<file path="src/rtl/alu_share_arb.sv">
// Round-robin two-client arbiter sequencing one shared 32-bit ALU.
// Optional ALU_SHARE_ARB_ILLEGAL_OP_EN flags illegal opcodes in o_rsp_err.
module alu_share_arb #(
  parameter int WIDTH = 32
) (
  input  logic             i_clk,
  input  logic             i_rst_n,
  input  logic             i_req0_valid,
  output logic             o_req0_ready,
  input  logic [WIDTH-1:0] i_req0_srca,
  input  logic [WIDTH-1:0] i_req0_srcb,
  input  logic [2:0]       i_req0_ctrl,
  input  logic             i_req1_valid,
  output logic             o_req1_ready,
  input  logic [WIDTH-1:0] i_req1_srca,
  input  logic [WIDTH-1:0] i_req1_srcb,
  input  logic [2:0]       i_req1_ctrl,
  output logic             o_rsp_valid,
  input  logic             i_rsp_ready,
  output logic             o_rsp_id,
  output logic [WIDTH-1:0] o_rsp_result,
  output logic             o_rsp_zero,
  output logic             o_rsp_err
);

  typedef enum logic [1:0] {
    IDLE,
    EXEC,
    RESP
  } state_t;

  state_t state_q, state_d;
  logic rr_ptr_q, rr_ptr_d;
  logic [WIDTH-1:0] srca_q, srca_d;
  logic [WIDTH-1:0] srcb_q, srcb_d;
  logic [2:0] ctrl_q, ctrl_d;
  logic id_q, id_d;
  logic rid_q, rid_d;
  logic [WIDTH-1:0] res_q, res_d;
  logic zero_q, zero_d;
  logic gnt_vld, gnt_id, idle;
  logic [WIDTH-1:0] alu_y;
`ifdef ALU_SHARE_ARB_ILLEGAL_OP_EN
  logic err_q, err_d;
  logic illegal;
`endif

  assign idle    = (state_q == IDLE);
  assign gnt_vld = i_req0_valid | i_req1_valid;

  always_comb begin
    gnt_id = 1'b0;
    unique case ({i_req1_valid, i_req0_valid})
      2'b11:   gnt_id = rr_ptr_q;
      2'b10:   gnt_id = 1'b1;
      default: gnt_id = 1'b0;
    endcase
  end

  // Readys are forced low while reset is held so all outputs clear at once.
  assign o_req0_ready = i_rst_n & idle & gnt_vld & ~gnt_id;
  assign o_req1_ready = i_rst_n & idle & gnt_vld & gnt_id;

  always_comb begin
    alu_y = '0;
    case (ctrl_q)
      3'b000:  alu_y = srca_q + srcb_q;
      3'b001:  alu_y = srca_q - srcb_q;
      3'b010:  alu_y = srca_q & srcb_q;
      3'b011:  alu_y = srca_q | srcb_q;
      3'b101:  alu_y = {{(WIDTH-1){1'b0}}, (srca_q < srcb_q)};
      default: alu_y = '0;
    endcase
  end

`ifdef ALU_SHARE_ARB_ILLEGAL_OP_EN
  assign illegal = (ctrl_q == 3'b100) |
                   (ctrl_q == 3'b110) |
                   (ctrl_q == 3'b111);
`endif

  always_comb begin
    state_d  = state_q;
    rr_ptr_d = rr_ptr_q;
    srca_d   = srca_q;
    srcb_d   = srcb_q;
    ctrl_d   = ctrl_q;
    id_d     = id_q;
    rid_d    = rid_q;
    res_d    = res_q;
    zero_d   = zero_q;
`ifdef ALU_SHARE_ARB_ILLEGAL_OP_EN
    err_d    = err_q;
`endif
    unique case (state_q)
      IDLE: begin
        if (gnt_vld) begin
          srca_d  = gnt_id ? i_req1_srca : i_req0_srca;
          srcb_d  = gnt_id ? i_req1_srcb : i_req0_srcb;
          ctrl_d  = gnt_id ? i_req1_ctrl : i_req0_ctrl;
          id_d    = gnt_id;
          state_d = EXEC;
        end
      end
      EXEC: begin
        rid_d   = id_q;
`ifdef ALU_SHARE_ARB_ILLEGAL_OP_EN
        res_d   = illegal ? '0 : alu_y;
        zero_d  = ~illegal & (alu_y == '0);
        err_d   = illegal;
`else
        res_d   = alu_y;
        zero_d  = (alu_y == '0);
`endif
        state_d = RESP;
      end
      RESP: begin
        if (i_rsp_ready) begin
          rr_ptr_d = ~rid_q;
          state_d  = IDLE;
        end
      end
      default: state_d = IDLE;
    endcase
  end

  always_ff @(posedge i_clk or negedge i_rst_n) begin
    if (!i_rst_n) begin
      state_q  <= IDLE;
      rr_ptr_q <= 1'b0;
      srca_q   <= '0;
      srcb_q   <= '0;
      ctrl_q   <= '0;
      id_q     <= 1'b0;
      rid_q    <= 1'b0;
      res_q    <= '0;
      zero_q   <= 1'b0;
`ifdef ALU_SHARE_ARB_ILLEGAL_OP_EN
      err_q    <= 1'b0;
`endif
    end else begin
      state_q  <= state_d;
      rr_ptr_q <= rr_ptr_d;
      srca_q   <= srca_d;
      srcb_q   <= srcb_d;
      ctrl_q   <= ctrl_d;
      id_q     <= id_d;
      rid_q    <= rid_d;
      res_q    <= res_d;
      zero_q   <= zero_d;
`ifdef ALU_SHARE_ARB_ILLEGAL_OP_EN
      err_q    <= err_d;
`endif
    end
  end

  assign o_rsp_valid  = (state_q == RESP);
  assign o_rsp_id     = rid_q;
  assign o_rsp_result = res_q;
  assign o_rsp_zero   = zero_q;
`ifdef ALU_SHARE_ARB_ILLEGAL_OP_EN
  assign o_rsp_err    = err_q;
`else
  assign o_rsp_err    = 1'b0;
`endif

endmodule

</file>
<file path="config.mk">
export PLATFORM = sky130hd
export DESIGN_NAME = alu_share_arb
export DESIGN_NICKNAME = d
export VERILOG_FILES = /design/src/rtl/alu_share_arb.sv
export SDC_FILE = /design/constraint.sdc
export NUM_CORES = 1
export LEC_CHECK = 0
export ABC_AREA = 1
export ABC_CLOCK_PERIOD_IN_PS = 3100
export BUFFER_PORTS_ARGS = -buffer_cell sky130_fd_sc_hd__buf_4
export CAP_MARGIN = 20
export CELL_PAD_IN_SITES_DETAIL_PLACEMENT = 0
export CELL_PAD_IN_SITES_GLOBAL_PLACEMENT = 1
export CORE_MARGIN = 3
export CORE_UTILIZATION = 40
export CTS_CLUSTER_SIZE = 20
export DETAILED_ROUTE_END_ITERATION = 10
export GPL_TIMING_DRIVEN = 1
export PLACE_DENSITY = 0.92
export SYNTH_ARGS = -nofsm -noshare
export SYNTH_HDL_FRONTEND = slang
export SYNTH_SLANG_ARGS = --single-unit
</file>
<file path="constraint.sdc">
create_clock -name i_clk -period 3.1 [get_ports i_clk]
set_clock_uncertainty 0.05 [all_clocks]
set_input_delay 0.62 -clock i_clk [delete_from_list [all_inputs] [get_ports i_clk]]
set_output_delay 0.62 -clock i_clk [all_outputs]
set_load 0.01 [all_outputs]
</file>
-- Yosys cells after proc, flatten, opt, wreduce, memory -nomap -nowiden
Cells that the tools add are included.
- bitwise logic cells: 9
- add/sub/neg operators: 2
- equal/unequal tests: 10
- $lt $le $gt $ge: 1
- muxes and demuxes: 8
- reductions and logical operators: 6
- operators with widths (operator ; count):
    $pmux W32 S5 ; 1
    $mux W32 ; 2
    $add A32 B32 Y32 ; 1
    $and A32 B32 Y32 ; 1
    $logic_not A32 Y1 ; 1
    $lt A32 B32 Y1 ; 1
    $or A32 B32 Y32 ; 1
    $sub A32 B32 Y32 ; 1
    $eq A2 B2 Y1 const B ; 3
    $eq A3 B2 Y1 const B ; 2
    $pmux W2 S3 ; 1
    $reduce_and A2 Y1 ; 3
    $and A1 B1 Y1 ; 4
    $mux W2 ; 2
    $eq A3 B1 Y1 const B ; 1
    $eq A3 B3 Y1 const B ; 1
    $logic_not A3 Y1 ; 1
    $mux W3 ; 1
    $eq A2 B1 Y1 const B ; 1
    $logic_not A2 Y1 ; 1
    $ne A2 B1 Y1 const B ; 1
    $ne A2 B2 Y1 const B ; 1
    $not A1 Y1 ; 2
    $pmux W1 S2 ; 1
    $or A1 B1 Y1 ; 1
- logic and storage cells: 45
- bits in registers: 105
- input bits: 139
- output and inout port bits: 38

-- Longest topological paths before layout
- depth in word-level cells: 4
- gate-level depth with buffers: 21
- depth with buffers taken out: 21

-- Worst setup path before layout
No wires, ideal clock.
- path kind: reg2reg
- start: register srcb_q[0]
- end: register zero_q, in the netlist o_rsp_zero
- stages on the path, launching flop included: 17
- path slack: 765 ps
- period minus slack after synthesis: 2335 ps
- path buffers: 0
- library setup time: 66 ps
- data arrival time: 2220 ps
- data required time: 2984 ps
- cell sequence: dfrtp_1 -> ha_1 -> fa_1 -> or2_2 -> nand3_1 -> nand2_1 -> nor2_1 -> nand3_1 -> nor2_1 -> nand2_1 -> nor2_1 -> nand3_1 -> nor2_1 -> nand2_1 -> nor2_1 -> nand2_1 -> nand2_1
- word-level cells in the longest chain between the ends: 3
- elaborated cells between the ends (all ways): 7
- those cells by class: 2 x add/sub; 1 x order compare; 1 x mux; 2 x bitwise; 1 x reduce/logical
- ends and longest elaborated chain (item ; RTL line ; RTL):
    start, declared ; 35 ; logic [WIDTH-1:0] srcb_q, srcb_d;
    start signal, assigned ; 145 ; srcb_q <= srcb_d;
    $sub A32 B32 Y32 (tied with other cells) ; 68 ; 3'b001: alu_y = srca_q - srcb_q;
    $pmux W32 S5 * ; 66 ; case (ctrl_q)
    $logic_not A32 Y1 * ; 113 ; zero_d = (alu_y == '0);
    end signal, assigned ; 150 ; zero_q <= zero_d;
    end, declared ; 40 ; logic zero_q, zero_d;
Every way passes the cells marked *; elsewhere a longest branch is shown, timed or not.
A chain may end at the register's enable or synchronous reset.

-- Worst setup path after layout
- start: register srca_q[21]
- end: register zero_q, in the netlist o_rsp_zero
- word-level cells in the longest chain between the ends: 3
- elaborated cells between the ends (all ways): 7
- those cells by class: 2 x add/sub; 1 x order compare; 1 x mux; 2 x bitwise; 1 x reduce/logical
- ends and longest elaborated chain (item ; RTL line ; RTL):
    start, declared ; 34 ; logic [WIDTH-1:0] srca_q, srca_d;
    start signal, assigned ; 144 ; srca_q <= srca_d;
    $sub A32 B32 Y32 (tied with other cells) ; 68 ;
    $pmux W32 S5 * ; 66 ;
    $logic_not A32 Y1 * ; 113 ;
Marks and branches as above.

==> results.json <==
{
  "ios": 177,
  "cts_hold_buf": 0,
  "wire_per_inst_um": 18.1,
  "slowest_delay_ns": 0.48,
  "final-hold-violation-count": 0,
  "gp_congestion": 1.05,
  "grt_pass1_vias": 11196,
  "grt_max_degree": 94,
  "synthTopCellsByCount": "nand2_1, inv_1, nor2_1",
  "drv_slew": 0,
  "synthesis.nets": 1980,
  "grtUsageTotal_pct": 28.0,
  "ys_async_sr_fraction_pct": 100,
  "rsz0062_at_grt": "no",
  "syn_to_final_growth_pct": 18.7,
  "wirelength_mm": 40.3,
  "die_h_um": 169,
  "setup-tns-final_ns": 0,
  "cts_buffers": 9,
  "crit_fanout": 9,
  "die_w_um": 169,
  "antenna_cells": 0,
  "post-cts-setup-buffer-count": 0,
  "synth-edff-count": 0,
  "netlist_area_um2": 10600,
  "yosysMostFrequentCell": "nand2_1",
  "cts_buffer_depth": 2,
  "port_buffers": 175,
  "fp.coreArea_um2": 26100,
  "clock.fmax_mhz": 346,
  "finalSetupViolations": 0,
  "synth_cell_type_count": 38,
  "critPathMostFrequentCell": "nand2_1",
  "netlist_top_cells_area": "dfrtp_1, nand2_1, ha_1",
  "slew_headroom_pct": 37.6,
  "critPathLaunchType": "register",
  "ant_nets": 0,
  "ys_seq_elements": 105,
  "ctsResizeCount": 0,
  "num_rows": 59,
  "cts_tree": "done",
  "worstPathArrival_ns": 3.14,
  "drcViolationCount": 0,
  "drtIter0Drc": 970,
  "hp-class": "in -> async",
  "crit_required_ns": 3.34,
  "syn_area_per_cell_um2": 6.12,
  "root_buffer": "clkbuf_16",
  "path_clk_slew_ns": 0.08,
  "gr-total-overflow": 0,
  "status": "completed",
  "critPathCaptureType": "register",
  "worst_pin_slew_ns": 0.935,
  "vias_per_cell": 5.22,
  "worstSetupPathType": "reg -> reg",
  "initial_core_util_pct": 40.7,
  "ys.flop_type": "dfrtp_1",
  "period_share_pct": 93.4,
  "synth_top_area_share_pct": 24.7,
  "first_pass_iters": 6,
  "nets": 2127,
  "clk_latency_ns": 0.37,
  "critPathBufInv": 2,
  "max-cap-violations": 0,
  "cts_sinks": 105,
  "htreeDepth": 3,
  "path_delay_family": "simple AND/OR/NAND/NOR gates",
  "grt_pass1_wl_mm": 62.3,
  "period_minus_slack_ns": 2.89,
  "netlist_instances": 1739,
  "slowest_stage": "ha_1",
  "antenna_found_initial": 0,
  "num_vias": 11610,
  "ys_seq_area_share_pct": 24.7,
  "drive_above_1_share_pct": 15.5,
  "path_cells": "inv_1 > ha_1 > nor2_1 > nand2_1 > inv_1 > nand2_1 > nor2_1 > nand2_1 > nand3_1 > nand2_1 > nand3_1 > nand3_1 > nor2_1 > nand2_1 > nor3_2 > nand2_1 > nand2_1",
  "yosys_warnings": 0,
  "yosysTopAreaCell": "dfrtp_1",
  "dpl.hpwl_mm": 33.9,
  "die-area_um2": 28600
}
-- cell usage in the layout, fill, tap and decap left out, types with 7 or more instances in the layout --
| cell | n |
|---|---|
| nand2_1 | 483 |
| inv_1 | 260 |
| nor2_1 | 210 |
| buf_4 | 205 |
| nand3_1 | 159 |
| dfrtp_1 | 105 |
| ha_1 | 91 |
| o21ai_0 | 88 |
| a21oi_1 | 76 |
| o22ai_1 | 68 |
| nand4_1 | 18 |
| nand2_2 | 14 |
| nor2_2 | 13 |
| nor3_1 | 11 |
| o21bai_1 | 11 |
| inv_2 | 11 |
| ha_2 | 9 |
| clkbuf_16 | 9 |
| nor3_2 | 7 |
-- final cells by class --
cell class / instances / area (um2)
Timing Repair Buffer: 207 / 1580
Tap cell: 335 / 419
Clock inverter: 7 / 72.6
Fill cell: 2826 / 13500
Multi-Input combinational cell: 1290 / 6690
Inverter: 273 / 1030
Sequential cell: 105 / 2630
Clock buffer: 9 / 225
-- flip-flops by register name, indices dropped and copies added (netlist names) --
name          count
srcb_q           32
ctrl_q            3
state_q           2
o_rsp_zero        1
o_rsp_result     32
id_q              1
srca_q           32
rr_ptr_q          1
o_rsp_id          1
-- through the flow --
| stage | cells | worst slack, ns | utilization [%] | hold slack, ns | area, um2 |
|---|---|---|---|---|---|
| after global routing | 2226 | 0.00268 | 48.3 | 0.410 | 12600 |
| after detailed placement | 2210 | 0.151 | 47.1 | 0.416 | 12300 |
| after floorplan | 1739 | 0.765 | - | 0.274 | 10600 |
| after global placement | 2210 | 0.140 | 47.1 | 0.413 | 12300 |
| after CTS | 2226 | 0.104 | 48.2 | 0.373 | 12600 |
| final | 2226 | 0.206 | 48.3 | 0.364 | 12600 |
-- layer usage --
layer	global-route usage (%)	vias to the layer above	share of wire [%]
li1	-	5805	-
met1	43.2	5359	48
met2	40.4	412	41
met3	4.85	34	9.2
met4	6.44	0	1.7
met5	0	-	0
-- final timing paths --
check / from / end / slack [ns] / cells past startpoint
min: i_rst_n / o_rsp_result[22]$_DFFE_PN0N_ / 0.36 / 2
max: srca_q[21]$_DFFE_PN0P_ / o_rsp_zero$_DFFE_PN0N_ / 0.21 / 17
max reg2reg: srca_q[21]$_DFFE_PN0P_ / o_rsp_zero$_DFFE_PN0N_ / 0.21 / 17
min reg2reg: o_rsp_result[16]$_DFFE_PN0N_ / o_rsp_result[16]$_DFFE_PN0N_ / 0.43 / 2
max in group asynchronous: i_rst_n / srca_q[7]$_DFFE_PN0P_ / 2.02 / 2
min in group i_clk: i_rsp_ready / state_q[1]$_DFFE_PN0P_ / 0.40 / 2
-- cells by family (layout without fill, tap and decap cells) --
kind of cell               count (synthesis)  in the layout  synth area share (%)
AOI/OAI and AO/OA                        257            257                  13.4
adders and majority gates                102            102                  12.1
buffers and inverters                    344            496                  12.9
DFF                                      105            105                  24.7
other                                      1              1                0.0352
and+or+nand+nor                          930            930                  36.9
Power is left out: the tool's default activity adds up to more than one toggle a clock period on the data nets, which glitch-free logic cannot reach.
